<file path="src/rtl/result_display.sv">
`default_nettype none
// ============================================================================
//  Module      : result_display
//  Description : Captures a 32-bit result and its error flag, converts the
//                value to 10 BCD digits with a sequential shift-add-3 engine
//                (one iteration per clock), and scans the digits onto a
//                time-multiplexed seven-segment display.
//                Optional leading-zero blanking: define RESULT_DISPLAY_LZB_EN.
//  Revision    : 1.0  initial release
// ============================================================================
module result_display #(
    parameter int RESULT_W = 32,
    parameter int DIGITS   = 10,
    parameter int SCAN_DIV = 1000
) (
    input  logic                  clk,
    input  logic                  rst_n,
    input  logic                  load_valid,
    output logic                  load_ready,
    input  logic [RESULT_W-1:0]   result,
    input  logic                  error,
    output logic                  busy,
    output logic [4*DIGITS-1:0]   bcd,
    output logic                  bcd_valid,
    output logic [6:0]            seg,
    output logic [DIGITS-1:0]     an
);

    localparam int BCD_W  = 4 * DIGITS;
    localparam int ITER_W = $clog2(RESULT_W);
    localparam int CNT_W  = (SCAN_DIV > 1) ? $clog2(SCAN_DIV) : 1;
    localparam int IDX_W  = (DIGITS > 1) ? $clog2(DIGITS) : 1;

    typedef enum logic [1:0] {
        S_IDLE    = 2'd0,
        S_CONVERT = 2'd1,
        S_DISPLAY = 2'd2
    } state_t;

    state_t              state_q, state_d;
    logic [RESULT_W-1:0] shift_q;
    logic [BCD_W-1:0]    scratch_q;
    logic [ITER_W-1:0]   iter_q;
    logic                err_q;       // error flag of the conversion in flight
    logic                disp_err_q;  // error flag of the value being shown
    logic [BCD_W-1:0]    bcd_q;
    logic                bcd_valid_q;
    logic [CNT_W-1:0]    cnt_q;
    logic [IDX_W-1:0]    idx_q;
    logic [6:0]          seg_q;
    logic [DIGITS-1:0]   an_q;

    logic                load_fire, last_iter;
    logic [BCD_W-1:0]    adj, scratch_nx, bcd_nx;
    logic [RESULT_W-1:0] shift_nx;
    logic                valid_nx, derr_nx;
    logic [CNT_W-1:0]    cnt_nx;
    logic [IDX_W-1:0]    idx_nx;
    logic [3:0]          digit_nx;
    logic [6:0]          seg_nx;
    logic [DIGITS-1:0]   an_nx;
`ifdef RESULT_DISPLAY_LZB_EN
    logic [DIGITS-1:0]   lz;
    logic                zero_above;
`endif

    function automatic logic [6:0] seg_of(input logic [3:0] d);
        case (d)
            4'd0:    seg_of = 7'h3F;
            4'd1:    seg_of = 7'h06;
            4'd2:    seg_of = 7'h5B;
            4'd3:    seg_of = 7'h4F;
            4'd4:    seg_of = 7'h66;
            4'd5:    seg_of = 7'h6D;
            4'd6:    seg_of = 7'h7D;
            4'd7:    seg_of = 7'h07;
            4'd8:    seg_of = 7'h7F;
            4'd9:    seg_of = 7'h6F;
            default: seg_of = 7'h00;
        endcase
    endfunction

    // FSM state register
    always_ff @(posedge clk or negedge rst_n) begin
        if (!rst_n) state_q <= S_IDLE;
        else        state_q <= state_d;
    end

    // FSM next state and handshake outputs
    always_comb begin
        state_d    = state_q;
        load_ready = (state_q != S_CONVERT);
        busy       = (state_q == S_CONVERT);
        load_fire  = load_valid && load_ready;
        last_iter  = (state_q == S_CONVERT) && (iter_q == ITER_W'(RESULT_W - 1));
        case (state_q)
            S_IDLE, S_DISPLAY: if (load_fire) state_d = S_CONVERT;
            S_CONVERT:         if (last_iter) state_d = S_DISPLAY;
            default:           state_d = S_IDLE;
        endcase
    end

    // One double-dabble iteration: add 3 to digits >= 5, then shift left
    always_comb begin
        adj = scratch_q;
        for (int k = 0; k < DIGITS; k++) begin
            if (scratch_q[4*k +: 4] >= 4'd5) adj[4*k +: 4] = scratch_q[4*k +: 4] + 4'd3;
        end
        scratch_nx = {adj[BCD_W-2:0], shift_q[RESULT_W-1]};
        shift_nx   = {shift_q[RESULT_W-2:0], 1'b0};
    end

    // Next display contents; the completing value is shown on the same edge
    always_comb begin
        bcd_nx   = last_iter ? scratch_nx : bcd_q;
        valid_nx = bcd_valid_q | last_iter;
        derr_nx  = last_iter ? err_q : disp_err_q;
        cnt_nx   = cnt_q;
        idx_nx   = idx_q;
        if (bcd_valid_q) begin
            if (cnt_q == CNT_W'(SCAN_DIV - 1)) begin
                cnt_nx = '0;
                idx_nx = (idx_q == IDX_W'(DIGITS - 1)) ? '0 : idx_q + 1'b1;
            end else begin
                cnt_nx = cnt_q + 1'b1;
            end
        end
        digit_nx = bcd_nx[4*idx_nx +: 4];
`ifdef RESULT_DISPLAY_LZB_EN
        // lz[k] set when digit k and every digit above it are zero (never digit 0)
        lz         = '0;
        zero_above = 1'b1;
        for (int k = DIGITS - 1; k >= 1; k--) begin
            if (bcd_nx[4*k +: 4] != 4'd0) zero_above = 1'b0;
            lz[k] = zero_above;
        end
`endif
        an_nx  = valid_nx ? (DIGITS'(1) << idx_nx) : '0;
        seg_nx = 7'h00;
        if (valid_nx) begin
            if (derr_nx) begin
                seg_nx = (idx_nx == '0) ? 7'h79 : 7'h00;
            end else begin
`ifdef RESULT_DISPLAY_LZB_EN
                seg_nx = lz[idx_nx] ? 7'h00 : seg_of(digit_nx);
`else
                seg_nx = seg_of(digit_nx);
`endif
            end
        end
    end

    // Conversion datapath, result registers and scan registers
    always_ff @(posedge clk or negedge rst_n) begin
        if (!rst_n) begin
            shift_q     <= '0;
            scratch_q   <= '0;
            iter_q      <= '0;
            err_q       <= 1'b0;
            disp_err_q  <= 1'b0;
            bcd_q       <= '0;
            bcd_valid_q <= 1'b0;
            cnt_q       <= '0;
            idx_q       <= '0;
            seg_q       <= '0;
            an_q        <= '0;
        end else begin
            if (load_fire) begin
                shift_q   <= result;
                err_q     <= error;
                scratch_q <= '0;
                iter_q    <= '0;
            end else if (state_q == S_CONVERT) begin
                shift_q   <= shift_nx;
                scratch_q <= scratch_nx;
                iter_q    <= iter_q + 1'b1;
            end
            bcd_q       <= bcd_nx;
            bcd_valid_q <= valid_nx;
            disp_err_q  <= derr_nx;
            cnt_q       <= cnt_nx;
            idx_q       <= idx_nx;
            seg_q       <= seg_nx;
            an_q        <= an_nx;
        end
    end

    assign bcd       = bcd_q;
    assign bcd_valid = bcd_valid_q;
    assign seg       = seg_q;
    assign an        = an_q;

endmodule
`default_nettype wire

</file>
<file path="config.mk">
export PLATFORM = sky130hd
export DESIGN_NAME = result_display
export DESIGN_NICKNAME = d
export VERILOG_FILES = /design/src/rtl/result_display.sv
export SDC_FILE = /design/constraint.sdc
export NUM_CORES = 1
export LEC_CHECK = 0
export CAP_MARGIN = 20
export CELL_PAD_IN_SITES_DETAIL_PLACEMENT = 1
export CELL_PAD_IN_SITES_GLOBAL_PLACEMENT = 2
export CORE_MARGIN = 5
export CORE_UTILIZATION = 35
export DETAILED_ROUTE_END_ITERATION = 12
export GPL_ROUTABILITY_DRIVEN = 1
export GPL_TIMING_DRIVEN = 0
export PLACE_DENSITY_LB_ADDON = 0.3
export SKIP_LAST_GASP = 1
export SYNTH_ARGS = -nofsm -noshare
export SYNTH_HDL_FRONTEND = slang
export SYNTH_SLANG_ARGS = --single-unit
</file>
<file path="constraint.sdc">
create_clock -name clk -period 5.09 [get_ports clk]
set_input_delay 0.509 -clock clk [delete_from_list [all_inputs] [get_ports clk]]
set_output_delay 0.509 -clock clk [all_outputs]
set_load 0.05 [all_outputs]
</file>
==> results.txt <==
Outcome - complete, no violations
Final Setup Violations - 0
Worst-path clk slew - 60 ps
Vias - 6713
Sequential cell area - 3830 um^2
Core Region - 22600 um^2
Row count - 55
Initial DRC Count - 361
Largest net degree at the start of global routing - 90
Fin crit share - 0.930
Most common cell after layout, fill and taps aside - dfrtp_1
Synth-to-layout area growth - 24.2%
Post-Syn Area per Cell - 9.47 um^2
Crit path required time - 5430 ps
Least-Margin Pin Slew - 798 ps
Ys Warns - 0
TritonCTS Buffers - 17
Max Buffers Root-to-Sink - 2
Sinks on the clock net - 153
Final Hold Vio Count - 0
Max-slew headroom - 0.453
Post-DR wirelength/cell - 19.6 um
CP Launch Type - register
Filler Cell Count - 2603
Global placer's final weighted congestion - 0.836
Global-route wire length before repair - 40.3 mm
Initial antenna violation count - 0
Post-synth EDFFs - 0
DRC violations left - 0
Dpl hpwl - 18.0 mm
Multi-input gate area - 3790 um^2
Setup bufs post-CTS - 0
Synth Net Count - 911
Vias in the first global route - 7230
Worst-skew pair later-pin latency - 430 ps
Total grt overflow - 0
Cell Pwr Density - 585 nW/um^2
Layout cell share with drive strength beyond 1 - 0.0710
DP Area - 9340 um^2
Layout Nets - 1025
Leak - 4.43 nW
Switch Pwr - 0.00248 W
Number of synthesized register bits - 153
Final core occ - 0.441
H-tree Lvls - 4
Post-synthesis cell area - 8000 um^2
Clock Skew - 10.2 ps
Worst VDD drop - 0.229 mV
Commonest non-fill, non-tap cells in the layout - dfrtp_1, nand2_1, o21ai_0
Clock power frac - 0.228
Tmin final - 4730 ps
Die Span X - 161 um
Fraction of registers with async set or reset after synthesis - 1.00
Vias/cell - 5.34
F_max - 211 MHz
Port Buffer Count - 95
Die height - 161 um
CTS tree - built
Num ports - 96
Die ar. - 26000 um^2
Hold Crit Class - primary input to async pin
Inst Count DP - 1226
Hold Buf Count CTS - 0
RSZ-0062 raised after global routing - no
Arr. time, crit path - 5070 ps
Sequential Power Share - 0.340
Internal power - 0.00334 W
Root buffer cell - clkbuf_16
Pins Over Slew Limit - 0
Setup CP Type - register to register
Overall Global Routing Usage - 0.196
Post-Route WL - 24.7 mm
Max-cap viol count - 0
Sw Ratio - 0.426
Setup TNS Final - 0 ps
Design Area, Final - 9940 um^2
Critical Path Fanout Max - 10
Post-DRT Antenna Nets - 0
Power, Total - 0.00582 W
Synth cell types - 61
N_diodes - 0
Dominant synthesized flop cell - dfrtp_1
Initial Util - 0.355
Comb pwr share - 0.432
CP endpoint kind - register
Seq/Total Area, Yosys - 0.478
Final std cells w/o fill - 1257
Cell count after synthesis - 845
DR pass1 iterations - 4
==> layout make-up <==
cell class,count,share of cell area
flip-flops and latches,153,0.385
repair buffers,96,0.0989
clock buffers,18,0.0432
multi-input cells,602,0.381
clock inverters,14,0.0174
well taps,285,0.0359
inverters,40,0.0154
plain buffers,49,0.0232
==> power by group through the flow <==
stage	Sequential, W	Clock [W]	Combinational [W]
final	0.00198	0.00133	0.00252
after global routing	0.00204	0.00140	0.00281
after CTS	0.00198	0.00135	0.00254
after detailed placement	0.00200	0	0.00253
after global placement	0.00199	0	0.00247
after floorplan	0.00231	0	0.00138
==> metal layers <==
layer,track usage,share of wire,up-vias
met5,0,0,-
met4,0.0589,0.019,0
met3,0.0362,0.044,30
met2,0.326,0.48,124
met1,0.260,0.46,3336
li1,-,-,3223
==> critical path: stages (launching register included) <==
cell and delay [ps]:
dfrtp_1 420, ha_1 240, and3_1 200, ha_1 210, nand3b_1 350, buf_1 580, clkbuf_2 410, o21a_1 250
o221ai_1 120, o21ai_0 630, o21a_1 270, inv_1 90, ha_1 180, nor2b_1 140, or3b_1 390, a31oi_1 170
==> worst paths after layout <==
kind | start | endpoint | slack (ps) | depth (start not counted)
min in group clk | shift_q[29] | shift_q[30] | 480 | 2
max in group asynchronous | rst_n | an[2] | 4220 | 2
worst max register to register | iter_q[0] | seg[6] | 360 | 15
worst min register to register | shift_q[29] | shift_q[30] | 480 | 2
worst max-delay path | iter_q[0] | seg[6] | 360 | 15
worst min-delay path | rst_n | shift_q[1] | 80 | 1
==> timing repair <==
item                                    in CTS  in global routing
endpoints found under the setup margin       1                  1
pin swaps                                    0                  0
gates resized for setup                      0                  2
==> cells by family (layout without fill, tap and decap cells) <==
group | after synthesis | count (layout) | synth area share
flip-flops | 153 | 153 | 0.478
XOR/XNOR | 14 | 14 | 0.0153
multiplexers | 47 | 47 | 0.0627
buffers and inverters | 90 | 217 | 0.0481
AO/OA/AOI/OAI | 240 | 240 | 0.189
AND/OR/NAND/NOR | 271 | 271 | 0.160
adder cells (fa/ha/maj) | 30 | 30 | 0.0469
==> flip-flops by register name, summed over array words and instances, names as in the netlist <==
name and flops:
bcd 40, scratch_q 40, shift_q 32, an 10
cnt_q 10, seg 7, iter_q 5, idx_q 4
state_q 2, bcd_valid 1, disp_err_q 1, err_q 1
==> through the flow <==
| step | hold WS (ps) | worst slack, ps |
|---|---|---|
| floorplan | 213 | 1450 |
| global placement | 465 | -3190 |
| detailed placement | 469 | -56.1 |
| CTS | 125 | 81.6 |
| global route | 150 | 26.3 |
| finish | 82.6 | 359 |
==> synth_stat cells (7+ instances only) <==
library cell    n  area share
nor2_1         47       0.022
dfrtp_1       153        0.48
a211oi_1       16       0.015
a31oi_1        17       0.013
inv_1          37       0.017
o31ai_1        27       0.025
mux2i_1        40       0.050
nand2b_1       14       0.011
nor2b_1        11      0.0086
a21oi_1        36       0.023
a21o_1          8      0.0075
ha_1           30       0.047
nor3_1         15      0.0094
clkbuf_1       30       0.014
o21ai_0        97       0.061
buf_1          10      0.0047
nand2_1       116       0.054
xnor2_1        11       0.012
o21a_1          7      0.0066
nand3_1        26       0.016
or3_1           7      0.0055
No activity file was read; power rests on OpenSTA's default activity.
